`config.mk`:
```
export PLATFORM = sky130hd
export DESIGN_NAME = regfile_wb_arbiter
export DESIGN_NICKNAME = d
export VERILOG_FILES = /design/src/rtl/regfile_wb_arbiter.sv
export SDC_FILE = /design/constraint.sdc
export NUM_CORES = 1
export LEC_CHECK = 0
export ABC_AREA = 1
export CORE_ASPECT_RATIO = 1.5
export CORE_MARGIN = 3
export CORE_UTILIZATION = 49
export CTS_BUF_LIST = sky130_fd_sc_hd__clkbuf_4 sky130_fd_sc_hd__clkbuf_8
export DETAILED_ROUTE_END_ITERATION = 8
export GPL_ROUTABILITY_DRIVEN = 0
export PLACE_DENSITY = 0.8
export SLEW_MARGIN = 40
export SYNTH_ARGS = -nofsm -noshare
export SYNTH_HDL_FRONTEND = slang
export SYNTH_SLANG_ARGS = --single-unit
```
`constraint.sdc`:
```
create_clock -name clk -period 1.8 [get_ports clk]
set_input_delay 0.36 -clock clk [delete_from_list [all_inputs] [get_ports clk]]
set_output_delay 0.36 -clock clk [all_outputs]
set_load 0.05 [all_outputs]
```
`src/rtl/regfile_wb_arbiter.sv`:
```
`default_nettype none
// ============================================================================
// Module   : regfile_wb_arbiter
// Brief    : Register-file write-port arbiter (WB vs long-latency unit) with
//            pending-result scoreboard and decode RAW/WAW hazard stall.
//            Optional macro REGFILE_WB_STARVE_GUARD_EN enables the LLU
//            starvation counter and forced grant.
// Revision : 1.0 - initial release
// ============================================================================
module regfile_wb_arbiter #(
    parameter int STARVE_LIMIT = 4
) (
    input  logic        clk,
    input  logic        reset,
    input  logic        wb_valid,
    input  logic [4:0]  wb_rd,
    input  logic [31:0] wb_data,
    output logic        wb_stall,
    input  logic        llu_issue_valid,
    input  logic [4:0]  llu_issue_rd,
    output logic        llu_issue_ready,
    input  logic        llu_res_valid,
    input  logic [4:0]  llu_res_rd,
    input  logic [31:0] llu_res_data,
    output logic        llu_res_ready,
    input  logic [4:0]  id_rs,
    input  logic [4:0]  id_rt,
    input  logic        id_use_rs,
    input  logic        id_use_rt,
    input  logic [4:0]  id_rd,
    input  logic        id_we,
    output logic        hazard_stall,
    output logic        rf_we,
    output logic [4:0]  rf_waddr,
    output logic [31:0] rf_wdata
);

    generate
        if (STARVE_LIMIT < 1 || STARVE_LIMIT > 7) begin : g_bad_limit
            $error("STARVE_LIMIT must be in 1..7");
        end
    endgenerate

    logic [31:0] r_pending;
    logic [31:0] w_pending_nxt;
    logic        r_rf_we;
    logic [4:0]  r_rf_waddr;
    logic [31:0] r_rf_wdata;
    logic        r_from_llu;
    logic        w_forced;
    logic        w_wb_grant;
    logic        w_llu_grant;
    logic        w_launch;
    logic [4:0]  w_wr_rd;
    logic [31:0] w_wr_data;

`ifdef REGFILE_WB_STARVE_GUARD_EN
    localparam logic [2:0] c_starve_limit = 3'(STARVE_LIMIT);
    logic [2:0] r_starve_cnt;

    // Forcing only makes sense while a result is actually waiting.
    assign w_forced = llu_res_valid && (r_starve_cnt == c_starve_limit);

    always_ff @(posedge clk) begin
        if (reset) begin
            r_starve_cnt <= 3'd0;
        end else if (!llu_res_valid || w_llu_grant) begin
            r_starve_cnt <= 3'd0;
        end else if (r_starve_cnt != c_starve_limit) begin
            r_starve_cnt <= r_starve_cnt + 3'd1;
        end
    end
`else
    assign w_forced = 1'b0;
`endif

    assign w_wb_grant  = wb_valid && !w_forced;
    assign w_llu_grant = llu_res_valid && (!wb_valid || w_forced);
    assign wb_stall      = wb_valid && w_forced;
    assign llu_res_ready = w_llu_grant;

    assign llu_issue_ready = !r_pending[llu_issue_rd] || (llu_issue_rd == 5'd0);
    assign w_launch = llu_issue_valid && llu_issue_ready && (llu_issue_rd != 5'd0);

    assign w_wr_rd   = w_llu_grant ? llu_res_rd   : wb_rd;
    assign w_wr_data = w_llu_grant ? llu_res_data : wb_data;

    // Clear applied before set so a same-edge launch to the same register wins.
    always_comb begin
        w_pending_nxt = r_pending;
        if (r_rf_we && r_from_llu) begin
            w_pending_nxt[r_rf_waddr] = 1'b0;
        end
        if (w_launch) begin
            w_pending_nxt[llu_issue_rd] = 1'b1;
        end
        w_pending_nxt[0] = 1'b0;
    end

    always_ff @(posedge clk) begin
        if (reset) begin
            r_pending  <= 32'd0;
            r_rf_we    <= 1'b0;
            r_rf_waddr <= 5'd0;
            r_rf_wdata <= 32'd0;
            r_from_llu <= 1'b0;
        end else begin
            r_pending  <= w_pending_nxt;
            r_rf_we    <= (w_wb_grant || w_llu_grant) && (w_wr_rd != 5'd0);
            r_from_llu <= w_llu_grant;
            if (w_wb_grant || w_llu_grant) begin
                r_rf_waddr <= w_wr_rd;
                r_rf_wdata <= w_wr_data;
            end
        end
    end

    assign hazard_stall = (id_use_rs && r_pending[id_rs]) ||
                          (id_use_rt && r_pending[id_rt]) ||
                          (id_we     && r_pending[id_rd]);

    assign rf_we    = r_rf_we;
    assign rf_waddr = r_rf_waddr;
    assign rf_wdata = r_rf_wdata;

endmodule
`default_nettype wire

```
==> impl_summary.txt, run 1 <==
----------------------------------------------------
[Clocking]
  Number of H-tree branching levels ... 3
  Clock transition at the register clock pins on the worst setup and hold paths after CTS ... 80 ps
  Clock tree from TritonCTS ... built
  Number of clock buffers inserted by TritonCTS ... 9
  Clock Path Buffers ... 2
  Clk sink count ... 70
  Clk root buf ... sky130_fd_sc_hd__clkbuf_8
  Cts-stage hold buffer count ... 0
  Insertion delay to the later sink of the worst-skew pair ... 360 ps

[Timing]
  Final sum of negative setup slack ... -445 ps
  Relative slew slack ... 66.4%
  Final setup violation count ... 2
  Worst-case hold slack ... 529 ps
  Final critical-path share of the clock period ... 113%
  Number of hold-slack violations in the final timing report ... 0
  Worst Tran Pin Value ... 504 ps
  Fmax achieved ... 492 MHz
  Post-route setup slack ... -233 ps
  Final-report max-slew violation count ... 0
  Setup skew after layout ... 16.2 ps
  Setup repair after global routing missed its margin ... yes
  Clock period minus worst slack ... 2030 ps

[Critical path]
  Cell family contributing the most delay on the critical path ... flip-flops
  Type of the worst setup path ... reg -> out
  Number of cells on the worst reg-to-reg path ... 11
  Worst path required time ... 1440 ps
  Critical path startpoint category ... flip-flop
  WP depth ... 7
  Cell mode on critical path ... sky130_fd_sc_hd__nand3_1
  Largest fanout on the critical path ... 5
  Cell with the largest stage delay on the worst path ... sky130_fd_sc_hd__dfxtp_1
  Critical Path Max Stage Delay ... 530 ps
  Critical path endpoint category ... output port
  Worst path cell trace ... o21ai_0 -> nand3_1 -> nand3_1 -> nand3b_1 -> nand3_2 -> nand3_4 -> buf_12
  Arrival time of the worst setup path ... 1670 ps
  Buf/Inv on CP ... 1

[Drt]
  Vias per cell ... 5.73
  First-pass iteration count of the detailed router ... 6
  Total vias in the final route ... 6120
  DRT Wirelength ... 18.1 mm
  Post-route DRC ... 0
  Remaining antenna violation count after routing ... 0
  Routed WL per cell ... 17.0 um
  Initial detailed-routing violation count ... 776

[Global routing]
  Aggregate global-route resource usage ... 32.6%
  Largest net degree at the start of global routing ... 35
  Via count of the first global-routing pass ... 5930
  Antenna violations before repair ... 0
  Global-route wire length before repair ... 28.0 mm
  Total gr overflow ... 0

[Cells and area]
  Final cell utilization of the core ... 75.7%
  Number of inserted diodes ... 0
  Post-layout nets ... 1055
  Area growth, synth to finish ... 47.7%
  Filler cell count in the final layout ... 746
  Fraction of layout cells with a size suffix above 1 ... 20.5%

[Power and ir drop]
  Highest ir drop seen on vdd ... 0.000645 V
  Total chip power ... 4.16 mW
  Static leakage ... 3.23 nW
  Power density over the cells ... 608 nW/um2

[Floorplan]
  FP Rows ... 42
  Io pins ... 144
  CORE AREA ... 9040 um2
  DIE HEIGHT ... 125 um
  Die ar. ... 10700 um2
  Starting density of the core ... 51.3%
  Die width ... 85.4 um

[Synthesis]
  Synthesized-area fraction occupied by ao, oa, aoi and oai cells ... 13.1%
  Mapped Nets ... 887
  Yosys reg bits ... 70
  Adder-Cell Fraction of Synth Area ... 0%
  Synth cell types ... 25
  Fraction of synthesis flops using an asynchronous set or reset pin ... 0%
  Number of synthesized flops with an enable pin ... 0
  Parity-gate share of the synthesized area counting xor and xnor cells ... 0%
  Most used flip-flop cell after synthesis ... sky130_fd_sc_hd__dfxtp_1
  Cell with the most instances after synthesis ... sky130_fd_sc_hd__nand2_1
  Synth top area cells ... sky130_fd_sc_hd__dfxtp_1 30%, sky130_fd_sc_hd__nand2_1 22%, sky130_fd_sc_hd__nand3_1 11%
  Fraction of the mapped netlist area in simple logic gates ... 43.1%
  Synth top cells by count ... 271 x sky130_fd_sc_hd__nand2_1, 103 x sky130_fd_sc_hd__nand3_1, 86 x sky130_fd_sc_hd__inv_1, 70 x sky130_fd_sc_hd__dfxtp_1, 45 x sky130_fd_sc_hd__o21ai_0
  Library cell occupying the most area in the post-synthesis netlist ... sky130_fd_sc_hd__dfxtp_1
  Seq/Total Area, Yosys ... 30.2%
  Post-synthesis mux area share ... 0.648%
  Syn_area_per_cell ... 5.90 um2
  Largest family of logic cells by synthesized area ... simple AND/OR/NAND/NOR gates
  Syn Inst Count ... 785
  Synthesized cell area ... 4630 um2
  Share of the synthesized area in the top cell type ... 30.2%
  Synthesis warning total ... 0

[Placed design]
  Detailed-placement wirelength estimate ... 12.9 mm
  Post-placement setup slack ... -559 ps
  Port Buf Inserts ... 142

[Hold path]
  Min-Delay Path Class ... reg -> reg
  Number of cells on the worst hold path ... 2

[Outcome]
  Status ... complete, but fails checks
  Violations in the final reports ... setup timing

[Job]
  Max cap viols ... 0

----------------------------------------------------
[final timing paths]
check,startpoint,to,slack (ps)
setup reg to reg,r_pending[7],r_pending[30],30
hold / removal,r_pending[17],r_pending[17],530
setup / recovery,r_pending[2],hazard_stall,-230
hold reg to reg,r_pending[17],r_pending[17],530
[registers in the layout, indices dropped and copies added (netlist names)]
| name | count |
|---|---|
| rf_wdata | 32 |
| r_pending | 31 |
| rf_waddr | 5 |
| r_from_llu | 1 |
| rf_we | 1 |
[tightest hold or removal path, cell delays in order (launching register included)]
cell,delay [ps]
sky130_fd_sc_hd__dfxtp_2,360
sky130_fd_sc_hd__o21ai_0,80
sky130_fd_sc_hd__a21oi_1,60
[metrics by stage]
step / instances / cell area (um2)
2_1_floorplan: 785 / 4680
6_report: 1068 / 6840
3_3_place_gp: 1042 / 6340
5_1_grt: 1068 / 6840
3_5_place_dp: 1042 / 6340
4_1_cts: 1065 / 6720
[where the power goes]
| group | total, mW | leakage, nW | internal (mW) | switching (mW) |
|---|---|---|---|---|
| clock | 1.32 | 0.0929 | 0.665 | 0.656 |
| combinational | 1.18 | 2.54 | 0.506 | 0.672 |
| sequential | 1.66 | 0.591 | 1.60 | 0.0613 |
[kinds of logic (layout without fill, tap and decap cells)]
| group | after synthesis | after routing |
|---|---|---|
| AO/OA/AOI/OAI | 111 | 111 |
| buffers and inverters | 136 | 309 |
| flip-flops | 70 | 70 |
| multiplexers | 3 | 3 |
| other | 1 | 1 |
| AND/OR/NAND/NOR | 464 | 464 |
[per-layer routing]
metal | global-route usage (%) | vias up | wire length [um] | share of wire (%)
met3 | 8.23 | 101 | 1640 | 9.1
met2 | 57.4 | 359 | 9040 | 50
li1 | - | 2888 | - | -
met1 | 32.8 | 2772 | 5950 | 33
met4 | 22.9 | 0 | 1490 | 8.2
met5 | 0 | - | 0 | 0
[area by class of cell]
class | count | area (um2) | share of cell area, %
multi-input cells | 579 | 2750 | 40.2
clock inverters | 6 | 70.1 | 1.02
flip-flops and latches | 70 | 1470 | 21.5
repair buffers | 200 | 1920 | 28.1
repair inverters | 1 | 5.00 | 0.0731
well taps | 110 | 138 | 2.01
inverters | 92 | 359 | 5.25
clock buffers | 10 | 131 | 1.92
[cell usage in the layout (no fill, tap or decap), drive strengths merged, types with 4 or more instances in the layout]
cell type      synthesis  final
clkinv                 3      4
clkbuf                24     13
inv                   89     91
dfxtp                 70     70
clkdlybuf4s50          0     88
a21oi                 41     41
nand2                277    277
o21ai                 48     48
nand3                103    103
o211ai                19     19
nor3                  10     10
nand4                 31     31
nor2                  41     41
dlygate4sd2            0      8
buf                   20     98
[repair_timing]
item                                    CTS  global route
setup buffers                             3             1
cloned                                    4             2
pin swaps                                10            16
gates resized for setup                  79            31
endpoints found under the setup margin   33             6
(Power assumes the default switching activity.)
==> run 2, diff against run 1 <==
--- a/config.mk
+++ b/config.mk
@@ -7,7 +7,6 @@
 export LEC_CHECK = 0
 export ABC_AREA = 1
 export CORE_ASPECT_RATIO = 1.5
-export CORE_MARGIN = 3
 export CORE_UTILIZATION = 49
 export CTS_BUF_LIST = sky130_fd_sc_hd__clkbuf_4 sky130_fd_sc_hd__clkbuf_8
 export DETAILED_ROUTE_END_ITERATION = 8
==> run 2 against run 1 <==
Net effect: fmax decreased by 2.7%; sequential share of layout area increased by 0.22 points; non-clock buffer count down 7; combinational power barely moved; clock power hardly changed; first-iteration DRC count rose by 23%; utilization down 1.5 points; critical endpoint is now llu_issue_ready; sequential cell count is the same; the run still ends with setup timing left; critical path depth rose by 1; total power grew 0.81%.
==> impl_summary.txt, run 2 (synthesis gave the netlist of run 1 again) <==
----------------------------------------------------
[Clocking]
  Clk root buf ... sky130_fd_sc_hd__clkbuf_8 (unchanged)
  Clock transition at the register clock pins on the worst setup and hold paths after CTS ... 80 ps (about the same)
  Clock tree from TritonCTS ... built (unchanged)
  Insertion delay to the later sink of the worst-skew pair ... 370 ps (was 360 ps)
  Number of clock buffers inserted by TritonCTS ... 9 (unchanged)
  Clock Path Buffers ... 2 (unchanged)
  Number of H-tree branching levels ... 3 (unchanged)
  Clk sink count ... 70 (unchanged)

[Drt]
  Routed WL per cell ... 18.1 um (was 17.0 um)
  Remaining antenna violation count after routing ... 0 (unchanged)
  Post-route DRC ... 0 (unchanged)
  First-pass iteration count of the detailed router ... 9 (was 6)
  DRT Wirelength ... 19.2 mm (was 18.1 mm)
  Vias per cell ... 5.84 (was 5.73)
  Total vias in the final route ... 6210 (was 6120)
  Initial detailed-routing violation count ... 958 (was 776)

[Outcome]
  Status ... complete, but fails checks (unchanged)
  Violations in the final reports ... setup timing (unchanged)

[Critical path]
  Largest fanout on the critical path ... 3 (was 5)
  Number of cells on the worst reg-to-reg path ... 11 (unchanged)
  Type of the worst setup path ... reg -> out (unchanged)
  Critical path startpoint category ... flip-flop (unchanged)
  Arrival time of the worst setup path ... 1730 ps (was 1670 ps)
  Critical Path Max Stage Delay ... 350 ps (was 530 ps)
  Worst path required time ... 1440 ps (about the same)
  Capture point of the worst reg-to-reg path ... r_pending[11] (was r_pending[30])
  Cell family contributing the most delay on the critical path ... simple AND/OR/NAND/NOR gates (was flip-flops)
  Critical path endpoint category ... output port (unchanged)
  Worst path cell trace ... inv_4 -> nor2_1 -> nor2_1 -> nand2_1 -> nand2_1 -> nand2_2 -> nor4_4 -> buf_12 (was o21ai_0 -> nand3_1 -> nand3_1 -> nand3b_1 -> nand3_2 -> nand3_4 -> buf_12)
  Critical register-to-register path startpoint ... r_pending[14] (was r_pending[7])
  Setup slack on the worst flop-to-flop path ... -160 ps (was 30 ps)
  Buf/Inv on CP ... 2 (was 1)
  Cell with the largest stage delay on the worst path ... sky130_fd_sc_hd__nor4_4 (was sky130_fd_sc_hd__dfxtp_1)

[Timing]
  Final sum of negative setup slack ... -3060 ps (was -445 ps)
  Relative slew slack ... 53.7% (was 66.4%)
  Final-report max-slew violation count ... 0 (unchanged)
  Number of hold-slack violations in the final timing report ... 0 (unchanged)
  Worst Tran Pin Value ... 693 ps (was 504 ps)
  Setup skew after layout ... 11.4 ps (was 16.2 ps)
  Post-route setup slack ... -290 ps (was -233 ps)
  Clock period minus worst slack ... 2090 ps (was 2030 ps)
  Final critical-path share of the clock period ... 116% (was 113%)
  Setup repair after global routing missed its margin ... yes (unchanged)
  Fmax achieved ... 478 MHz (was 492 MHz)
  Final setup violation count ... 33 (was 2)

[Global routing]
  Largest net degree at the start of global routing ... 44 (was 35)
  Global-route wire length before repair ... 29.2 mm (was 28.0 mm)
  Antenna violations before repair ... 1 (was 0)
  Total gr overflow ... 0 (unchanged)
  Via count of the first global-routing pass ... 5747 (was 5930)
  Aggregate global-route resource usage ... 40.5% (was 32.6%)

[Placed design]
  Port Buf Inserts ... 142 (unchanged)
  Post-placement setup slack ... -696 ps (was -559 ps)
  Detailed-placement wirelength estimate ... 12.3 mm (was 12.9 mm)
  Placed Cells incl. Taps ... 1028 (was 1042)

[Cells and area]
  Final cell utilization of the core ... 74.2% (was 75.7%)
  Number of flip-flops under the largest register name ... 32 (unchanged)
  Combined area of the multi-input logic cells ... 2760 um2 (was 2750 um2)
  Fraction of layout cells with a size suffix above 1 ... 20.4% (was 20.5%)
  Post-layout nets ... 1049 (was 1055)
  Commonest non-fill, non-tap cell in the layout ... sky130_fd_sc_hd__nand2_1 (unchanged)
  Number of inserted diodes ... 0 (unchanged)
  Area growth, synth to finish ... 47.2% (was 47.7%)
  Final cell count without fillers ... 1064 (was 1068)
  Most frequent cells in the layout ... 265 x sky130_fd_sc_hd__nand2_1, 98 x sky130_fd_sc_hd__nand3_1, 87 x sky130_fd_sc_hd__clkdlybuf4s50_1 (was 263 x sky130_fd_sc_hd__nand2_1, 95 x sky130_fd_sc_hd__nand3_1, 88 x sky130_fd_sc_hd__clkdlybuf4s50_1)
  Area occupied by registers ... 1480 um2 (was 1470 um2)
  Filler cell count in the final layout ... 748 (was 746)

[Power and ir drop]
  Combinational fraction of design power ... 28.4% (was 28.3%)
  Proportion of total power due to net switching ... 33.4% (about the same)
  Static leakage ... 3.21 nW (was 3.23 nW)
  Share of power burned in the clock network ... 32.0% (was 31.8%)
  Power density over the cells ... 615 nW/um2 (was 608 nW/um2)
  Cell internal pwr ... 2.79 mW (was 2.77 mW)
  Seq pwr share ... 39.5% (was 39.9%)
  P_sw ... 1.40 mW (was 1.39 mW)
  Highest ir drop seen on vdd ... 0.000628 V (was 0.000645 V)

[Floorplan]
  Die width ... 81.4 um (was 85.4 um)
  FP Rows ... 43 (was 42)
  CORE AREA ... 9200 um2 (was 9040 um2)
  Io pins ... 144 (unchanged)
  Die ar. ... 9860 um2 (was 10700 um2)
  DIE HEIGHT ... 121 um (was 125 um)
  Starting density of the core ... 50.4% (was 51.3%)

[Job]
  Max cap viols ... 0 (unchanged)

[Hold path]
  WHS Endpoint ... rf_wdata[21] (was r_pending[17])
  Min-Delay Path Class ... reg -> reg (unchanged)
  Start point of the worst min-delay path ... rf_wdata[21] (was r_pending[17])
  Number of cells on the worst hold path ... 2 (unchanged)

----------------------------------------------------
run 2: cell types whose count changed in the layout (fill, tap and decap cells not counted), sizes merged:
cell and delta:
buf -5, clkdlybuf4s50 -1, clkbuf -2, bufbuf +1, clkinvlp -2, nor2 +1
clkinv +1, inv +1
run 2: worst max path at each step:
stage	from	endpoint	slack (ps)	cells after the start
after floorplan	llu_issue_rd[0]	llu_issue_ready	-180	10
after global placement	llu_issue_rd[0]	r_pending[11]	-610	12
after detailed placement	llu_issue_rd[0]	r_pending[11]	-700	12
after CTS	r_pending[14]	llu_issue_ready	-240	8
after global routing	r_pending[14]	llu_issue_ready	-370	8
final	r_pending[14]	llu_issue_ready	-290	8
run 2: cell type report:
| cell class | instances | area share (%) |
|---|---|---|
| multi-input cells | 580 | 40.4 |
| repair inverters | 1 | 0.0550 |
| clock inverters | 6 | 1.01 |
| well taps | 112 | 2.05 |
| inverters | 92 | 5.34 |
| repair buffers | 193 | 27.5 |
| flip-flops and latches | 70 | 21.7 |
| clock buffers | 10 | 2.02 |
run 2: layer usage:
metal | vias up | global-route usage (%) | wire length [um]
met4 | 2 | 32.3 | 1630
met5 | - | 0 | 13
li1 | 2887 | - | -
met3 | 119 | 18.3 | 2280
met2 | 431 | 64.0 | 9090
met1 | 2771 | 40.0 | 6210
run 2: power groups by stage:
stage	sequential [mW]	clock, mW	combinational [mW]
final	1.66	1.34	1.19
after global routing	1.66	1.41	1.28
after CTS	1.66	1.35	1.16
after detailed placement	1.71	0	1.12
after global placement	1.70	0	1.10
after floorplan	1.89	0	0.437
run 2: metrics by stage:
step	area [um2]	hold WS (ps)	total power, mW
after global placement	6240	480	2.81
after global routing	6820	533	4.35
final	6820	503	4.19
after detailed placement	6240	481	2.83
after CTS	6730	496	4.17
after floorplan	4680	467	2.33
run 2: repair_timing:
item                                    4_1_cts  5_1_grt
gates resized for setup                     108       23
gates cloned                                  5        0
endpoints found under the setup margin       34       34
pin swaps                                    27       25
hold endpoints to repair                      0        0
buffers inserted                             10        5
hold buffers                                  0        0
run 2: worst reg2reg max path, stage by stage (launching register included):
cell and delay [ps]:
sky130_fd_sc_hd__dfxtp_2 340, sky130_fd_sc_hd__inv_4 100, sky130_fd_sc_hd__nor2_1 60, sky130_fd_sc_hd__nor2_1 100, sky130_fd_sc_hd__nand2_1 60, sky130_fd_sc_hd__nand2_1 80, sky130_fd_sc_hd__nand2_2 90, sky130_fd_sc_hd__buf_4 140
sky130_fd_sc_hd__buf_4 160, sky130_fd_sc_hd__nor2_4 370, sky130_fd_sc_hd__nand4_1 180, sky130_fd_sc_hd__a21oi_1 190
==> variant 1, RTL diff (settings of run 2) <==
Add a define of `REGFILE_WB_STARVE_GUARD_EN`.
--- a/src/rtl/regfile_wb_arbiter.sv
+++ b/src/rtl/regfile_wb_arbiter.sv
@@ -7,6 +7,8 @@
 //            starvation counter and forced grant.
 // Revision : 1.0 - initial release
 // ============================================================================
+`define REGFILE_WB_STARVE_GUARD_EN
+
 module regfile_wb_arbiter #(
     parameter int STARVE_LIMIT = 4
 ) (
Behaviour: not the same (a bounded check fails within 10 cycles, from zero or initial values and one cycle with reset high).
==> variant 1 against run 2 <==
Total power is 3.5% higher. Synthesized cell count fell by 11%. Wire length fell by 5.4%. Sequential cell count is 3 higher. Largest power group unchanged. Cell area up 2.9%. First-iteration DRC count decreased by 35%. Setup slack improved by 0.095 ns. Highest routed layer is now met4. Critical endpoint is now hazard_stall. Synthesized area rose by 0.46%. The run still ends with setup timing left. Worst hold slack worse by 0.020 ns. Global-route usage fell by 2.2 points. Non-clock buffer count grew 13.
==> variant 1: results (changes against run 2) <==
worst r2r src=r_pending[24]$_SDFF_PP0_; top cells by area, synth=dfxtp_1 31%, nand3_1 12%, nand2_1 11%; non-clock inverter total of the final layout=62 (-33%); Sinks on Clock Net=73 (+4.3%); vias in the first global route=5615 (-2.3%); multi-input gate count=523 (-9.8%); non-clk buf share=0.282 (+0.00749); outcome=complete, but fails checks; CP Max Fanout=4 (+1); grt met3 use=0.128 (-0.0549); post-synthesis mux area share=0.0731 (+0.0666); XOR/XNOR Fraction of Synth Area=0.00376 (+0.00376); Critical Path Source=r_pending[29]$_SDFF_PP0_; worst hold start=rf_wdata[29]$_SDFFE_PP0P_; reg2reg end=r_pending[24]$_SDFF_PP0_; initial antenna violation count=0 (-1); setup TNS=-0.919 ns (+2.14 ns); FF-to-FF path depth=10 (-1); global-route wire length before repair=28.0 mm (-4.1%); setup violators final=28 (-15%); Synthesized Nets=802 (-9.6%); highest routed metal layer=met4; fillcell total=693 (-7.4%); failing checks=setup timing; GRT Total Usage=0.383 (-0.0222); clk tree area frac=0.0289 (-0.00140); Rel. slew slack=0.564 (+0.0267); Nets=979 (-6.7%); Reg2Reg Setup Slack=-0.09 ns (+0.07 ns); Setup crit end=hazard_stall; largest net degree at the start of global routing=32 (-27%); DP Wirelength=13.0 mm (+5.6%); Leak=3.04 nW (-5.2%); Post-Place Setup Slack=-0.649 ns (+0.0475 ns); routed vias=5912 (-4.8%); wl on met1=5.81 mm (-6.5%); port bufs=143 (+0.70%); grt met2 use=0.644 (+0.00417); sequential share of the synthesized area=0.314 (+0.0115); Multi-input gate area=2900 sq um (+5.3%); Worst Hold Endpoint=rf_wdata[29]$_SDFFE_PP0P_; final wirelength=18.2 mm (-5.4%); Non-CTS buffers=206 (+6.7%); Storage cell area=1550 sq um (+4.5%); final worst setup slack=-0.195 ns (+0.0948 ns)
## variant 1: changes by cell type after synthesis, sizes merged, moves of 3 or more
cell / before / now
buf: 20 / 28
o21ai: 48 / 81
clkbuf: 24 / 14
inv: 89 / 58
mux2i: 3 / 34
nand3: 103 / 109
nand2: 277 / 145
dfxtp: 70 / 73
o22ai: 0 / 3
## variant 1: through the flow
step,std cells,area (sq um)
2_1_floorplan,698,4680
3_3_place_gp,957,6360
3_5_place_dp,957,6360
4_1_cts,986,6840
5_1_grt,992,7020
6_report,992,7020
## variant 1: timing repair
| action | in CTS | in global routing |
|---|---|---|
| setup buffers | 9 | 5 |
| gates cloned | 4 | 1 |
| setup endpoints to repair | 43 | 59 |
| gates resized for setup | 91 | 58 |
| pin swaps | 23 | 31 |
## variant 1: report_power, final
group,internal (mW),switching [mW]
logic,0.551,0.720
clock network,0.682,0.652
registers,1.67,0.0670
==> variant 2, RTL diff (flow settings as in run 2) <==
Without the edit above. Take the reset off `r_pending` and load it in a clocked block of its own.
--- a/src/rtl/regfile_wb_arbiter.sv
+++ b/src/rtl/regfile_wb_arbiter.sv
@@ -99,13 +99,11 @@
 
     always_ff @(posedge clk) begin
         if (reset) begin
-            r_pending  <= 32'd0;
             r_rf_we    <= 1'b0;
             r_rf_waddr <= 5'd0;
             r_rf_wdata <= 32'd0;
             r_from_llu <= 1'b0;
         end else begin
-            r_pending  <= w_pending_nxt;
             r_rf_we    <= (w_wb_grant || w_llu_grant) && (w_wr_rd != 5'd0);
             r_from_llu <= w_llu_grant;
             if (w_wb_grant || w_llu_grant) begin
@@ -113,6 +111,10 @@
                 r_rf_wdata <= w_wr_data;
             end
         end
+    end
+
+    always_ff @(posedge clk) begin
+        r_pending <= w_pending_nxt;
     end
 
     assign hazard_stall = (id_use_rs && r_pending[id_rs]) ||
Check against the original RTL: not equivalent (a bounded check fails within 4 cycles, from zero or initial values and one cycle with reset high).
==> variant 2 against run 2 <==
The flow still finishes with violations (setup timing). Wire length is 8.3% lower. Sequential power is 7% higher. Cell area is 1.7% higher. Sequential cell count stayed put. Synthesized cell count is 2.5% higher. Setup slack worse by 0.073 ns. Register-to-register slack better by 0.19 ns. Clock skew is 0.0018 ns higher. Synthesized area is 0.65% lower. Sequential share of layout area is 0.55 points lower. Maximum frequency is 3.4% lower. Clock power is 6% lower. Total power is 7.8% higher.
==> variant 2: results (changes against run 2) <==
sequential power share=0.390 (-0.005); DP Area=6310 sq um (+1.1%); Critical Path Source=id_rt[3]; Reg2Reg Setup Slack=0.03 ns (+0.19 ns); Power Internal=2.92 mW (+4.7%); global-route track usage on met1=0.414 (+0.0143); fillcell total=695 (-7.1%); Worst Hold Endpoint=r_pending[7]$_DFF_P_; reg2reg end=r_pending[26]$_DFF_P_; vias in the first global route=5893 (+2.5%); worst-case vdd ir drop=0.000555 V (-12%); average vias per placed instance=5.69 (-2.5%); layout cell share with drive strength beyond 1=0.229 (+0.0248); worst r2r src=r_pending[15]$_DFF_P_; Layout Skew=0.0132 ns (+0.00180 ns); DP Wirelength=12.4 mm (about the same); CP Max Fanout=2 (-1); outcome=complete, but fails checks; most instantiated cells after synthesis=305 x nand2_1, 129 x nand3_1, 93 x inv_1; Leak=3.46 nW (+7.7%); Setup crit end=hazard_stall; FF-to-FF path depth=12 (+1); Comb pwr share=0.331 (+0.047); synthesized area per cell=5.72 sq um (-3.1%); top cells by area, synth=dfxtp_1 30%, nand2_1 25%, nand3_1 14%; Worst path slowest cell=clkdlybuf4s50_1; Post-CTS Setup Bufs=4 (-6); highest routed metal layer=met4; Power, Total=4.52 mW (+7.8%); setup violators final=2 (-94%); failing checks=setup timing; post-synth cell types=30 (+20%); GRT Total Usage=0.382 (-0.0229); final worst setup slack=-0.363 ns (-0.0729 ns)
-- variant 2: cell count changes in the layout (fill, tap and decap cells not counted), sizes merged, moves of 6 or more --
cell	before	now
inv	92	103
nor2	42	48
buf	93	99
a21oi	41	9
o211ai	19	1
nand3	103	129
nand2	277	308
-- variant 2: layout make-up --
class                           instances  share of cell area
Timing Repair Buffer                  198               0.272
Inverter                              106              0.0613
Sequential cell                        70               0.211
Multi-Input combinational cell        590               0.407
Clock inverter                          6             0.00901
Clock buffer                           10              0.0189
Tap cell                              112              0.0202
-- variant 2: kinds of logic (layout without fill, tap and decap cells) --
family          Yosys count  after routing  synth area share
compound gates           56             56            0.0647
buf+inv                 145            320             0.131
flops                    70             70             0.304
other cells               1              1          0.000814
simple gates            533            533             0.499
-- variant 2: worst min-delay path, delay by kind of cell, from the launching register on --
kind / cells / cell delay (ns)
flops: 1 / 0.34
compound gates: 1 / 0.07
simple gates: 1 / 0.05
